===== src/rtl/wb_uart_rx.sv =====
// Wishbone UART receiver: 8N1 deserialiser feeding a byte FIFO popped via the DATA register.
// Optional define UART_RX_GLITCH_FILTER_EN selects 2-of-3 majority bit sampling.
module wb_uart_rx #(
   parameter int DIV   = 868,
   parameter int CW    = $clog2(DIV),
   parameter int DEPTH = 64
) (
   input  logic        clk_i,
   input  logic        rst_i,
   input  logic        cyc_i,
   input  logic        stb_i,
   input  logic [1:0]  adr_i,
   input  logic        we_i,
   input  logic [31:0] dat_i,
   input  logic [3:0]  sel_i,
   output logic        ack_o,
   output logic [31:0] dat_o,
   input  logic        rxd
);

   localparam int AW = $clog2(DEPTH);
   localparam logic [CW-1:0] CNT_HALF = CW'(DIV / 2);
   localparam logic [CW-1:0] CNT_LAST = CW'(DIV - 1);

   typedef enum logic [2:0] {
      S_WAIT_IDLE,
      S_IDLE,
      S_START,
      S_DATA,
      S_STOP
   } state_t;

   logic rxd_meta_q, rxd_s_q, bit_s;

   always_ff @(posedge clk_i) begin
      if (rst_i) begin
         rxd_meta_q <= 1'b1;
         rxd_s_q    <= 1'b1;
      end else begin
         rxd_meta_q <= rxd;
         rxd_s_q    <= rxd_meta_q;
      end
   end

`ifdef UART_RX_GLITCH_FILTER_EN
   logic [2:0] hist_q;

   always_ff @(posedge clk_i) begin
      if (rst_i) hist_q <= '1;
      else       hist_q <= {hist_q[1:0], rxd_s_q};
   end

   always_comb begin
      bit_s = (hist_q[0] & hist_q[1]) | (hist_q[0] & hist_q[2]) | (hist_q[1] & hist_q[2]);
   end
`else
   always_comb begin
      bit_s = rxd_s_q;
   end
`endif

   state_t          state_q;
   logic [CW-1:0]   cnt_q;
   logic [2:0]      idx_q;
   logic [7:0]      shift_q;
   logic            at_end, push_d, ferr_set_d;

   always_comb begin
      at_end     = (cnt_q == CNT_LAST);
      push_d     = (state_q == S_STOP) && at_end && bit_s;
      ferr_set_d = (state_q == S_STOP) && at_end && !bit_s;
   end

   always_ff @(posedge clk_i) begin
      if (rst_i) begin
         state_q <= S_WAIT_IDLE;
         cnt_q   <= '0;
         idx_q   <= '0;
         shift_q <= '0;
      end else begin
         case (state_q)
            S_WAIT_IDLE: begin
               if (!rxd_s_q) cnt_q <= '0;
               else if (at_end) begin
                  state_q <= S_IDLE;
                  cnt_q   <= '0;
               end else cnt_q <= cnt_q + CW'(1);
            end
            S_IDLE: begin
               cnt_q <= '0;
               if (!rxd_s_q) state_q <= S_START;
            end
            S_START: begin
               if (cnt_q == CNT_HALF) begin
                  cnt_q   <= '0;
                  idx_q   <= '0;
                  state_q <= bit_s ? S_IDLE : S_DATA;
               end else cnt_q <= cnt_q + CW'(1);
            end
            S_DATA: begin
               if (at_end) begin
                  cnt_q   <= '0;
                  shift_q <= {bit_s, shift_q[7:1]};
                  idx_q   <= idx_q + 3'd1;
                  if (idx_q == 3'd7) state_q <= S_STOP;
               end else cnt_q <= cnt_q + CW'(1);
            end
            S_STOP: begin
               if (at_end) begin
                  cnt_q   <= '0;
                  state_q <= bit_s ? S_IDLE : S_WAIT_IDLE;
               end else cnt_q <= cnt_q + CW'(1);
            end
            default: begin
               state_q <= S_WAIT_IDLE;
               cnt_q   <= '0;
            end
         endcase
      end
   end

   logic [7:0]  mem_q [DEPTH];
   logic [AW:0] wr_q, rd_q, fill;
   logic        ack_q, ovf_q, ferr_q;
   logic [31:0] dat_q, rdata, status;
   logic [7:0]  fill8;
   logic        empty, full, req, pop, wr_en, ovf_set, clr, ovf_d, ferr_d;
   logic        unused_ok;

   always_comb begin
      fill    = wr_q - rd_q;
      empty   = (fill == '0);
      full    = (fill == (AW+1)'(DEPTH));
      req     = cyc_i & stb_i & ~ack_q;
      pop     = req & ~we_i & (adr_i == 2'd0) & ~empty;
      // a pop in the same cycle frees the slot, so a push on full still lands
      wr_en   = push_d & (~full | pop);
      ovf_set = push_d & full & ~pop;
      clr     = req & we_i & (adr_i == 2'd1) & sel_i[0];
      ovf_d   = ovf_set    | (ovf_q  & ~(clr & dat_i[2]));
      ferr_d  = ferr_set_d | (ferr_q & ~(clr & dat_i[3]));
      fill8   = (32'(fill) > 32'd255) ? 8'hFF : 8'(fill);
      status  = {16'h0, fill8, 4'h0, ferr_q, ovf_q, full, ~empty};
      rdata   = '0;
      if (!we_i) begin
         case (adr_i)
            2'd0:    rdata = empty ? '0 : {mem_q[rd_q[AW-1:0]], 24'h0};
            2'd1:    rdata = status;
            default: rdata = '0;
         endcase
      end
   end

   always_ff @(posedge clk_i) begin
      if (rst_i) begin
         ack_q  <= 1'b0;
         dat_q  <= '0;
         wr_q   <= '0;
         rd_q   <= '0;
         ovf_q  <= 1'b0;
         ferr_q <= 1'b0;
      end else begin
         ack_q  <= req;
         if (req)   dat_q <= rdata;
         if (wr_en) wr_q  <= wr_q + (AW+1)'(1);
         if (pop)   rd_q  <= rd_q + (AW+1)'(1);
         ovf_q  <= ovf_d;
         ferr_q <= ferr_d;
      end
   end

   always_ff @(posedge clk_i) begin
      if (wr_en) mem_q[wr_q[AW-1:0]] <= shift_q;
   end

   assign ack_o     = ack_q;
   assign dat_o     = dat_q;
   assign unused_ok = ^{dat_i[31:4], dat_i[1:0], sel_i[3:1]};

endmodule

===== config.mk =====
export PLATFORM = sky130hd
export DESIGN_NAME = wb_uart_rx
export DESIGN_NICKNAME = d
export VERILOG_FILES = /design/src/rtl/wb_uart_rx.sv
export SDC_FILE = /design/constraint.sdc
export NUM_CORES = 1
export LEC_CHECK = 0
export ABC_AREA = 1
export ABC_CLOCK_PERIOD_IN_PS = 4500
export CAP_MARGIN = 0
export CORE_MARGIN = 8
export CORE_UTILIZATION = 50
export CTS_BUF_LIST = sky130_fd_sc_hd__clkbuf_2 sky130_fd_sc_hd__clkbuf_4 sky130_fd_sc_hd__clkbuf_8
export DETAILED_ROUTE_END_ITERATION = 10
export GPL_TIMING_DRIVEN = 0
export HOLD_SLACK_MARGIN = 0.08
export MAX_ROUTING_LAYER = met4
export PLACE_DENSITY = 0.73
export SYNTH_ARGS = -nofsm -noshare
export SYNTH_HDL_FRONTEND = slang
export SYNTH_SLANG_ARGS = --single-unit

===== constraint.sdc =====
create_clock -name clk_i -period 4.5 [get_ports clk_i]
set_input_delay 0.675 -clock clk_i [delete_from_list [all_inputs] [get_ports clk_i]]
set_output_delay 0.675 -clock clk_i [all_outputs]
set_load 0.05 [all_outputs]

==> flow_summary.json, run 1 <==
{
  "outcome": "finished, final reports clean",
  "port_buffers": 29,
  "rows": 83,
  "slew_violations": 0,
  "p_int_mw": 8.40,
  "cts_resized": 0,
  "vias": 19300,
  "setup_viol": 0,
  "skew_ns": 0.0363,
  "critPathSlowestCell": "nor2_1",
  "power.density_nw_per_um2": 368,
  "die_h_um": 242,
  "die_w_um": 242,
  "initial_core_util_pct": 50.2,
  "hold_class": "in -> reg",
  "tightest_slew_ns": 1.26,
  "core_um2": 51000,
  "comb_power_share_pct": 1.3,
  "synth_edf_count": 512,
  "final_common_cell": "nand2_1",
  "avgSynthCellArea_um2": 9.83,
  "ys_types": 34,
  "ios": 77,
  "timing.fmax_ghz": 0.259,
  "clock-sinks": 580,
  "gr-usage-all-layers_pct": 25.7,
  "max-vdd-ir-drop_mv": 0.259,
  "critPathArrivalTime_ns": 4.13,
  "ys_ff_latch": 580,
  "crit_chain": "inv_1 > ha_1 > inv_1 > fa_1 > nand2_1 > inv_1 > nor2_1 > nor2_1 > nand3_1 > nor2_4 > nand4_4 > nand2_4 > nor2_8 > nand2_4 > nor2_1",
  "cap_violations": 0,
  "synth-main-ff-cell": "edfxtp_1",
  "clockBufferDepth": 3,
  "dp_hpwl_um": 50600,
  "clock_latency_ns": 0.70,
  "synthCells": 2604,
  "ys_warn_count": 0,
  "multiInputGateArea_um2": 6740,
  "p_sw_mw": 2.22,
  "relSlewSlack_pct": 15.5,
  "start_kind": "flip-flop",
  "fin_nets": 2805,
  "async_flop_share_pct": 0,
  "leakagePower_nw": 12.0,
  "drcViolationCount": 0,
  "fin_tns_setup_ns": 0,
  "critPathKind": "reg -> reg",
  "reg2reg_depth": 15,
  "gp_congestion": 1.10,
  "required_ns": 4.77,
  "fillers": 4326,
  "cts_tree": "done",
  "clk_pin_slew_ns": 0.06,
  "grt-ovfl-total": 0,
  "drt_iter0_drc": 2589,
  "first_pass_iters": 6,
  "critPathMaxStageDelay_ns": 0.98,
  "hold_viol": 0,
  "antenna_found_initial": 2,
  "diodes": 0,
  "hold_depth": 2,
  "cp-end-kind": "flip-flop",
  "wl_per_cell_um": 21.4,
  "grt_pass1_wl_um": 111000,
  "min_period_ns": 3.86,
  "ant_nets": 0,
  "post-cts-setup-buffer-count": 0,
  "p_seq_share_pct": 54.6,
  "post-route-util_pct": 56.5,
  "grt_max_degree": 67,
  "pwr-share-clk_pct": 44.1,
  "cts_buffers": 95,
  "drive_above_1_share_pct": 10.5,
  "yosysSeqAreaShare_pct": 65.4,
  "seq_area_um2": 16800,
  "die_area_um2": 58700,
  "vias_per_cell": 5.51,
  "clockRootBuffer": "clkbuf_8",
  "period_share_pct": 85.7,
  "final_cell_mix": "780 x nand2_1, 512 x edfxtp_1, 448 x nand3_1",
  "grt_pass1_vias": 18400,
  "total_power_mw": 10.6,
  "cp_max_fo": 9,
  "h-tree-depth": 3,
  "ctsHoldBuffers": 0,
  "swShare_pct": 20.9,
  "syn2layout_area_growth_pct": 12.7,
  "rsz0062_at_grt": "false",
  "netlist_area_um2": 25600,
  "detail_route.wirelength_um": 75100
}
area by class of cell:
| cell class | count | share of cell area, % |
|---|---|---|
| Timing Repair Buffer | 35 | 1.42 |
| Clock inverter | 27 | 0.625 |
| Clock buffer | 146 | 6.04 |
| Inverter | 397 | 5.17 |
| Sequential cell | 580 | 58.1 |
| Tap cell | 680 | 2.95 |
| Multi-Input combinational cell | 1505 | 23.4 |
| Buffer | 134 | 2.31 |
synth_stat cells (2+ instances only):
library cell    n  area [µm²]
nand3_1       448        2240
nand2_4         9         101
nand4_1        12        75.1
a21oi_1        47         235
ha_1           12         150
nor3b_1         3        22.5
buf_2          55         275
edfxtp_1      512       15400
nand2_2         3        18.8
buf_4          25         188
or2_2          18         113
inv_1         392        1470
nor2_4          2        22.5
inv_2           5        18.8
o21ai_0        16        80.1
dfxtp_1        68        1360
clkbuf_1       38         143
a211oi_1        2        15.0
o21ai_1         2        10.0
nor3_2          2        20.0
nand2_1       780        2930
nor4_1          2        12.5
xor2_1         12         105
nor2_8          2        40.0
buf_1          16        60.1
nor3_1          3        15.0
nor2_1        111         417
logic make-up (layout without fill, tap and decap cells):
family | after synthesis | in the layout | share of synthesized area, %
xor gates and xnor gates | 12 | 12 | 0.411
buffers and inverters | 531 | 739 | 8.43
and+or+nand+nor | 1398 | 1398 | 23.7
DFF | 580 | 580 | 65.4
other | 1 | 13 | 0.0147
adders and majority gates | 13 | 13 | 0.665
AOI/OAI and AO/OA | 69 | 69 | 1.38
flip-flops by register name, indices dropped and copies added, names as in the netlist, 3 cells and up, named ones only:
register  cells
idx_q         3
dat_o        19
rd_q          7
cnt_q        10
shift_q       8
mem_q       512
wr_q          7
state_q       3
layer usage:
layer	track usage (%)	part of all wire (%)	vias to the layer above
met1	32.5	38	9146
met4	11.4	5.1	0
met3	5.36	11	241
met2	39.9	46	1152
li1	-	-	8752
met5	-	0	-
final timing paths:
kind                                  from      endpoint  slack, ns
worst max-delay path               wr_q[0]  mem_q[11][2]       0.64
worst min-delay path                 rst_i         bit_s       0.38
worst max register to register     wr_q[0]  mem_q[11][2]       0.64
worst min register to register  rxd_meta_q         bit_s       0.41
through the flow:
step           area [µm²]  hold WS [ns]  cells  worst slack (ns)
2_1_floorplan       25600         0.389   2616              1.64
3_3_place_gp        26800         0.399   3325             0.743
3_5_place_dp        26900         0.398   3331             0.671
4_1_cts             28800         0.341   3504             0.644
5_1_grt             28800         0.381   3504             0.475
6_report            28800         0.384   3504             0.643
power by group through the flow:
stage | Sequential, mW | Combinational (mW) | Clock [mW]
global placement | 5.91 | 0.130 | 0
CTS | 5.79 | 0.140 | 4.70
global route | 5.79 | 0.161 | 4.92
detailed placement | 5.91 | 0.139 | 0
finish | 5.79 | 0.142 | 4.68
floorplan | 5.91 | 0.104 | 0
critical path, delay by kind of cell (launching register included):
kind,cells,cell delay [ns]
AND/OR/NAND/NOR,10,2.03
buffers and inverters,3,0.39
adder cells (fa/ha/maj),2,0.64
flip-flops,1,0.40
Power figures use the tool's default switching activity.
==> inputs of run 2 (changes only) <==
--- a/config.mk
+++ b/config.mk
@@ -11,11 +11,12 @@
 export CORE_MARGIN = 8
 export CORE_UTILIZATION = 50
 export CTS_BUF_LIST = sky130_fd_sc_hd__clkbuf_2 sky130_fd_sc_hd__clkbuf_4 sky130_fd_sc_hd__clkbuf_8
+export CTS_CLUSTER_DIAMETER = 150
 export DETAILED_ROUTE_END_ITERATION = 10
 export GPL_TIMING_DRIVEN = 0
-export HOLD_SLACK_MARGIN = 0.08
 export MAX_ROUTING_LAYER = met4
 export PLACE_DENSITY = 0.73
+export SETUP_SLACK_MARGIN = 0.4
 export SYNTH_ARGS = -nofsm -noshare
 export SYNTH_HDL_FRONTEND = slang
 export SYNTH_SLANG_ARGS = --single-unit
==> results of run 2 <==
The final DEF is identical to that of run 1; final timing and power are the same.
